===== config.mk =====
export PLATFORM = sky130hd
export DESIGN_NAME = sd_emmc_axi_wr_master
export DESIGN_NICKNAME = d
export VERILOG_FILES = /design/src/rtl/sd_emmc_axi_wr_master.sv
export SDC_FILE = /design/constraint.sdc
export NUM_CORES = 1
export LEC_CHECK = 0
export BUFFER_PORTS_ARGS = -buffer_cell sky130_fd_sc_hd__buf_2
export CELL_PAD_IN_SITES_DETAIL_PLACEMENT = 1
export CELL_PAD_IN_SITES_GLOBAL_PLACEMENT = 1
export CORE_MARGIN = 8
export CORE_UTILIZATION = 33
export CTS_CLUSTER_DIAMETER = 120
export DETAILED_ROUTE_END_ITERATION = 10
export PLACE_DENSITY = 0.83
export SLEW_MARGIN = 30
export SYNTH_ARGS = -nofsm -noshare
export SYNTH_HDL_FRONTEND = slang
export SYNTH_SLANG_ARGS = --single-unit

===== constraint.sdc =====
create_clock -name clock -period 3.8 [get_ports clock]
set_input_delay 0 -clock clock [delete_from_list [all_inputs] [get_ports clock]]
set_output_delay 0 -clock clock [all_outputs]
set_load 0.01 [all_outputs]

===== src/rtl/sd_emmc_axi_wr_master.sv =====
// sd_emmc_axi_wr_master: single-beat AXI4 write master for the SD/eMMC DMA card-to-memory path
// Ports: clock/reset (sync, active-low); DMA side write_addr/addr_write_valid/addr_write_ready,
// fifo_dout/data_write_valid/next_data_word; AXI AW/W/B master channels; sticky bresp_err
// (bit0 SLVERR, bit1 DECERR) cleared by err_clr; wr_idle when nothing is in flight.
// Build option: define SD_EMMC_AXI_WR_POSTED_EN for posted writes with up to MAX_OUTSTANDING
// un-responded writes; otherwise each word waits for its write response.
module sd_emmc_axi_wr_master #(
    parameter int         MAX_OUTSTANDING = 4,
    parameter logic [3:0] AWCACHE_VAL     = 4'b0011
) (
    input  logic        clock,
    input  logic        reset,
    input  logic [31:0] write_addr,
    input  logic        addr_write_valid,
    output logic        addr_write_ready,
    input  logic        data_write_valid,
    input  logic [31:0] fifo_dout,
    output logic        next_data_word,
    output logic [31:0] m_axi_awaddr,
    output logic [7:0]  m_axi_awlen,
    output logic [2:0]  m_axi_awsize,
    output logic [1:0]  m_axi_awburst,
    output logic [3:0]  m_axi_awcache,
    output logic [2:0]  m_axi_awprot,
    output logic        m_axi_awvalid,
    input  logic        m_axi_awready,
    output logic [31:0] m_axi_wdata,
    output logic [3:0]  m_axi_wstrb,
    output logic        m_axi_wlast,
    output logic        m_axi_wvalid,
    input  logic        m_axi_wready,
    input  logic [1:0]  m_axi_bresp,
    input  logic        m_axi_bvalid,
    output logic        m_axi_bready,
    output logic [1:0]  bresp_err,
    input  logic        err_clr,
    output logic        wr_idle
);
    typedef enum logic [2:0] {IDLE, AW, AW_ACK, W_WAIT, W, B_WAIT} state_t;
    state_t     state;
    logic       posted, slot_free, b_hs;
    logic [1:0] bresp_set;
    assign m_axi_awlen   = 8'd0;
    assign m_axi_awsize  = 3'b010;
    assign m_axi_awburst = 2'b01;
    assign m_axi_awcache = AWCACHE_VAL;
    assign m_axi_awprot  = 3'd0;
    assign m_axi_wstrb   = 4'hF;
    assign m_axi_wlast   = m_axi_wvalid;
    assign b_hs          = m_axi_bvalid & m_axi_bready;
    assign bresp_set     = b_hs ? {m_axi_bresp == 2'b11, m_axi_bresp == 2'b10} : 2'b00;
`ifdef SD_EMMC_AXI_WR_POSTED_EN
    localparam int CW = $clog2(MAX_OUTSTANDING + 1);
    logic [CW-1:0] outstanding;
    logic          aw_hs;
    assign posted = 1'b1;
    assign aw_hs  = m_axi_awvalid & m_axi_awready;
    // A response retiring this cycle frees a slot immediately, so a stalled address goes out next cycle
    assign slot_free = (outstanding < CW'(MAX_OUTSTANDING)) || b_hs;
    assign wr_idle   = (state == IDLE) && (outstanding == '0);
    always_ff @(posedge clock) begin
        if (!reset)
            outstanding <= '0;
        else if (aw_hs && !b_hs)
            outstanding <= outstanding + 1'b1;
        else if (b_hs && !aw_hs)
            outstanding <= outstanding - 1'b1;
    end
`else
    assign posted    = 1'b0;
    assign slot_free = MAX_OUTSTANDING > 0;
    assign wr_idle   = state == IDLE;
`endif
    always_ff @(posedge clock) begin
        if (!reset) begin
            state            <= IDLE;
            m_axi_awvalid    <= 1'b0;
            m_axi_awaddr     <= '0;
            m_axi_wvalid     <= 1'b0;
            m_axi_wdata      <= '0;
            m_axi_bready     <= 1'b0;
            addr_write_ready <= 1'b0;
            next_data_word   <= 1'b0;
        end else begin
            addr_write_ready <= 1'b0;
            next_data_word   <= 1'b0;
            if (posted) m_axi_bready <= 1'b1;
            case (state)
                IDLE: if (addr_write_valid && slot_free) begin
                    m_axi_awaddr  <= write_addr;
                    m_axi_awvalid <= 1'b1;
                    state         <= AW;
                end
                AW: if (m_axi_awready) begin
                    m_axi_awvalid    <= 1'b0;
                    addr_write_ready <= 1'b1;
                    state            <= AW_ACK;
                end
                // Data already waiting skips W_WAIT so wvalid follows the ack pulse directly
                AW_ACK: if (data_write_valid) begin
                    m_axi_wdata  <= fifo_dout;
                    m_axi_wvalid <= 1'b1;
                    state        <= W;
                end else begin
                    state <= W_WAIT;
                end
                W_WAIT: if (data_write_valid) begin
                    m_axi_wdata  <= fifo_dout;
                    m_axi_wvalid <= 1'b1;
                    state        <= W;
                end
                W: if (m_axi_wready) begin
                    m_axi_wvalid <= 1'b0;
                    if (posted) begin
                        next_data_word <= 1'b1;
                        state          <= IDLE;
                    end else begin
                        m_axi_bready <= 1'b1;
                        state        <= B_WAIT;
                    end
                end
                B_WAIT: if (m_axi_bvalid) begin
                    m_axi_bready   <= 1'b0;
                    next_data_word <= 1'b1;
                    state          <= IDLE;
                end
                default: state <= IDLE;
            endcase
        end
    end
    // A new error in the same cycle as a clear survives the clear
    always_ff @(posedge clock) begin
        if (!reset)
            bresp_err <= 2'b00;
        else
            bresp_err <= (err_clr ? 2'b00 : bresp_err) | bresp_set;
    end
endmodule


==> report_table.html <==
<table>
<tr><th>Metric</th><th>Value</th></tr>
<tr><th colspan="2">Worst hold path</th></tr>
<tr><td>Path type of the worst min-delay path</td><td>input pin to flop</td></tr>
<tr><td>Number of cells on the worst hold path</td><td>3</td></tr>
<tr><td>Worst hold start</td><td>m_axi_bresp[0]</td></tr>
<tr><td>Worst min-delay path endpoint</td><td>bresp_err[0]</td></tr>
<tr><th colspan="2">Worst setup path</th></tr>
<tr><td>Worst R2R End</td><td>m_axi_awaddr[13]</td></tr>
<tr><td>Reg2reg path depth</td><td>3</td></tr>
<tr><td>Required time of the worst setup path</td><td>4020 ps</td></tr>
<tr><td>Data arrival time of the critical path</td><td>around 2100 ps</td></tr>
<tr><td>Category of the worst setup path capture point</td><td>flop</td></tr>
<tr><td>Type of origin of the critical path</td><td>flop</td></tr>
<tr><td>Launch point of the worst reg-to-reg path</td><td>state[2]</td></tr>
<tr><td>Crit Path Category</td><td>flop to flop</td></tr>
<tr><td>Largest fanout on the critical path</td><td>32</td></tr>
<tr><td>Worst reg2reg setup slack</td><td>roughly 1900 ps</td></tr>
<tr><th colspan="2">Floorplanning</th></tr>
<tr><td>Core box area</td><td>between 9000 and 10000 sq um</td></tr>
<tr><td>Height of the chip</td><td>about 110 microns</td></tr>
<tr><td>Cell Rows</td><td>35</td></tr>
<tr><td>Die Area</td><td>~13000 sq um</td></tr>
<tr><td>I/O Pins</td><td>171</td></tr>
<tr><td>Initial core utilization</td><td>0.3352</td></tr>
<tr><td>Horiz. Die Dim</td><td>approximately 110 microns</td></tr>
<tr><th colspan="2">Final layout</th></tr>
<tr><td>FILL cells</td><td>1105</td></tr>
<tr><td>Relative area change from synthesis to final layout</td><td>50.66%</td></tr>
<tr><td>Post-route cell area</td><td>between 4000 and 5000 sq um</td></tr>
<tr><td>Ratio of cells with drive above 1 in the final layout</td><td>0.2961</td></tr>
<tr><td>Final antenna diode count</td><td>0</td></tr>
<tr><td>Non-filler instance count after layout</td><td>~680</td></tr>
<tr><td>Final net count</td><td>between 600 and 700</td></tr>
<tr><th colspan="2">GRT</th></tr>
<tr><td>Tot GR Track Use</td><td>0.1699</td></tr>
<tr><td>Via count of the first global-routing pass</td><td>between 3000 and 4000</td></tr>
<tr><td>Largest net degree at the start of global routing</td><td>between 70 and 80</td></tr>
<tr><td>Grt total ovfl</td><td>0</td></tr>
<tr><td>Antenna violations before repair</td><td>0</td></tr>
<tr><td>First-pass GRT wire length</td><td>between 15 and 20 mm</td></tr>
<tr><th colspan="2">Yosys</th></tr>
<tr><td>Asr flop ratio synth</td><td>0</td></tr>
<tr><td>Fraction of the yosys area taken by sequential cells</td><td>0.4852</td></tr>
<tr><td>Fraction of post-synthesis cell area in the top cell type by area</td><td>0.4852</td></tr>
<tr><td>Top cells by area in the synthesized netlist</td><td>dfxtp_1 (49%), nand2_1 (16%), a21boi_0 (9.1%), a21boi_1 (7.4%), buf_4 (6.1%)</td></tr>
<tr><td>Synthesized area</td><td>3053 sq um</td></tr>
<tr><td>Mean area per synthesized cell</td><td>8.504 sq um</td></tr>
<tr><td>Gate count of the mapped netlist</td><td>~360</td></tr>
<tr><td>Post-synth EDFFs</td><td>0</td></tr>
<tr><td>Synth warn</td><td>0</td></tr>
<tr><td>FF+latch count, synth</td><td>74</td></tr>
<tr><td>Top cell type by total area after synthesis</td><td>dfxtp_1</td></tr>
<tr><td>Post-synth cell types</td><td>33</td></tr>
<tr><td>Flip-flop cell with the highest count after synthesis</td><td>dfxtp_1</td></tr>
<tr><th colspan="2">Place</th></tr>
<tr><td>Area after detailed placement</td><td>3714 sq um</td></tr>
<tr><td>Number of buffers added on ports</td><td>146</td></tr>
<tr><td>GPL Wtd Cong</td><td>roughly 0.73</td></tr>
<tr><td>HPWL after detailed placement</td><td>6.701 mm</td></tr>
<tr><td>Total placed cells including tap cells</td><td>590</td></tr>
<tr><th colspan="2">Clock network</th></tr>
<tr><td>H-tree lvl count</td><td>3</td></tr>
<tr><td>Post-cts hold buffer count</td><td>69</td></tr>
<tr><td>TritonCTS Sinks</td><td>74</td></tr>
<tr><td>Clock tree root buffer cell</td><td>clkbuf_8</td></tr>
<tr><td>Clock tree from TritonCTS</td><td>built</td></tr>
<tr><td>Clock latency of the later-clocked register in the worst-skew pair</td><td>approximately 330 ps</td></tr>
<tr><td>Post-CTS Resized</td><td>0</td></tr>
<tr><td>Clk slew on worst S/H paths</td><td>about 90 ps</td></tr>
<tr><td>Number of buffers inserted to repair setup after CTS</td><td>0</td></tr>
<tr><td>Number of buffers between clock root and the deepest sink</td><td>2</td></tr>
<tr><td>Clock buffer count from CTS</td><td>9</td></tr>
<tr><th colspan="2">Run</th></tr>
<tr><td>Number of max-cap violations</td><td>0</td></tr>
<tr><th colspan="2">Drt</th></tr>
<tr><td>Mean routed wirelength per cell</td><td>between 15 and 20 microns</td></tr>
<tr><td>Total number of vias</td><td>3088</td></tr>
<tr><td>Number of iterations in the first detailed-routing pass</td><td>4</td></tr>
<tr><td>Number of antenna-violating nets in the routed design</td><td>0</td></tr>
<tr><td>Number of DRC markers after the initial detailed-route iteration</td><td>92</td></tr>
<tr><td>Number of remaining DRC errors</td><td>0</td></tr>
<tr><td>Post-detailed-routing wire length</td><td>around 11 mm</td></tr>
<tr><td>Post-DR vias/cell</td><td>~4.6</td></tr>
<tr><th colspan="2">Power and ir drop</th></tr>
<tr><td>Net load switching power</td><td>roughly 0.00052 W</td></tr>
<tr><td>Switching part of the total</td><td>0.2870</td></tr>
<tr><td>Comb power frac</td><td>0.195</td></tr>
<tr><td>Register share of total power</td><td>0.475</td></tr>
<tr><td>Pint</td><td>roughly 0.0013 W</td></tr>
<tr><td>VDD IR max</td><td>0.1949 mV</td></tr>
<tr><td>Proportion of power drawn by the clock network</td><td>0.330</td></tr>
<tr><td>Pwr Density</td><td>between 300 and 400 nW/um^2</td></tr>
<tr><td>Static power due to leakage</td><td>2.104 nW</td></tr>
<tr><th colspan="2">STA</th></tr>
<tr><td>Setup TNS</td><td>0 ps</td></tr>
<tr><td>Relative slew margins</td><td>0.5347</td></tr>
<tr><td>Hold violation total from the final report</td><td>0</td></tr>
<tr><td>Slew @ Worst Pin</td><td>between 600 and 700 ps</td></tr>
<tr><td>RSZ-0062 raised after global routing</td><td>no</td></tr>
<tr><td>Count of final setup violators</td><td>0</td></tr>
<tr><td>Max-slew violation count</td><td>0</td></tr>
<tr><td>Minimum clock period</td><td>about 1900 ps</td></tr>
<tr><td>Fmax</td><td>0.5222 GHz</td></tr>
<tr><td>Clock Skews</td><td>~12 ps</td></tr>
<tr><td>Ratio of final minimum period to clock period</td><td>0.5040</td></tr>
<tr><td>Worst Hold Margin</td><td>43.43 ps</td></tr>
<tr><th colspan="2">Status</th></tr>
<tr><td>Result of the run</td><td>finished, final reports clean</td></tr>
</table>
registers in the layout (all words and copies together), names as in the netlist:
register and flops:
addr_write_ready 1, m_axi_wdata 32, bresp_err 2, m_axi_awvalid 1
m_axi_awaddr 32, m_axi_wlast 1, next_data_word 1, m_axi_bready 1
state 3
logic make-up (layout without fill, tap and decap cells):
| kind of cell | Yosys count | after routing | synth area share |
|---|---|---|---|
| and+or+nand+nor | 152 | 152 | 0.2115 |
| AOI/OAI and AO/OA | 78 | 78 | 0.1906 |
| buffers and inverters | 52 | 235 | 0.1070 |
| other | 2 | 24 | 0.002460 |
| muxes | 1 | 1 | 0.003279 |
| DFF | 74 | 74 | 0.4852 |
Yosys cell counts (2+ instances only):
master    count
a21boi_0     37
a21boi_1     30
a21oi_1       4
and4_1        2
buf_2        12
buf_4        25
buf_6         3
clkbuf_1     10
conb_1        2
dfxtp_1      74
inv_1         2
nand2_1     130
nand2b_1      3
nand3_1       2
nand3b_1      2
nor2_1        2
nor2b_1       2
nor3b_1       2
worst max-delay path, stage by stage, from the launching register on:
cell,delay [ps]
dfxtp_1,440
or4b_2,1070
nand2_1,190
a21boi_1,90
stage by stage:
step	power (W)	worst slack, ps	utilization
floorplan	0.001077	2488	-
global placement	0.001167	1774	0.4073
detailed placement	0.001180	1883	0.4077
CTS	0.001849	1874	0.5049
global route	0.001935	1789	0.5049
finish	0.001823	1885	0.5049
cell type report:
| cell class | count | area, sq um | share of cell area |
|---|---|---|---|
| Tap cell | 111 | 138.9 | 0.03020 |
| Timing Repair Buffer | 217 | 1439 | 0.3128 |
| Clock buffer | 10 | 127.6 | 0.02775 |
| Multi-Input combinational cell | 255 | 1338 | 0.2908 |
| Sequential cell | 74 | 1481 | 0.3221 |
| Inverter | 2 | 7.507 | 0.001632 |
| Clock inverter | 6 | 67.56 | 0.01469 |
layout by cell type (no fill, tap or decap):
| cell type | n |
|---|---|
| mux2i_1 | 1 |
| clkbuf_8 | 9 |
| o22ai_1 | 1 |
| clkinv_4 | 2 |
| dlygate4sd3_1 | 69 |
| nand3b_1 | 2 |
| nor4bb_1 | 1 |
| o21a_1 | 1 |
| nand2_1 | 130 |
| buf_2 | 145 |
| nand4_1 | 1 |
| or4b_2 | 1 |
| and2_1 | 1 |
| nand2b_1 | 3 |
| a21oi_1 | 4 |
| a21boi_1 | 30 |
| conb_1 | 24 |
| nor2b_1 | 2 |
| nand3_1 | 2 |
| o21bai_1 | 1 |
| nor3_1 | 1 |
| o31ai_1 | 1 |
| clkbuf_1 | 1 |
| nor3b_1 | 2 |
| a21bo_2 | 1 |
| inv_1 | 2 |
| dfxtp_1 | 74 |
| and3b_2 | 1 |
| a21boi_0 | 37 |
| nor4b_4 | 1 |
| o311a_1 | 1 |
| and4_1 | 2 |
| clkinvlp_4 | 2 |
| a32o_1 | 1 |
| nor2_1 | 2 |
| buf_4 | 3 |
| clkinv_2 | 1 |
| bufinv_16 | 1 |
worst max path at each step:
stage	from	end	cells after the start
finish	state[2]	m_axi_awaddr[13]	3
detailed placement	state[2]	m_axi_awaddr[17]	3
global placement	state[1]	m_axi_wdata[22]	3
global route	state[2]	m_axi_awaddr[31]	3
CTS	state[2]	m_axi_awaddr[17]	3
floorplan	state[2]	m_axi_awaddr[0]	5
routing by layer:
layer,global-route usage,vias to the layer above,part of all wire
met5,0,-,0
met4,0.06025,0,0.015
met3,0.06012,15,0.074
met2,0.3095,108,0.52
met1,0.1762,1448,0.39
li1,-,1517,-
power by group through the flow:
stage                     sequential [W]  clock, W  combinational, W
final                           0.000865  0.000601          0.000356
after global routing            0.000872  0.000668          0.000394
after detailed placement        0.000883         0          0.000297
after CTS                       0.000864  0.000632          0.000353
after floorplan                 0.000894         0          0.000183
after global placement          0.000879         0          0.000287
No activity file was read; power rests on OpenSTA's default activity.
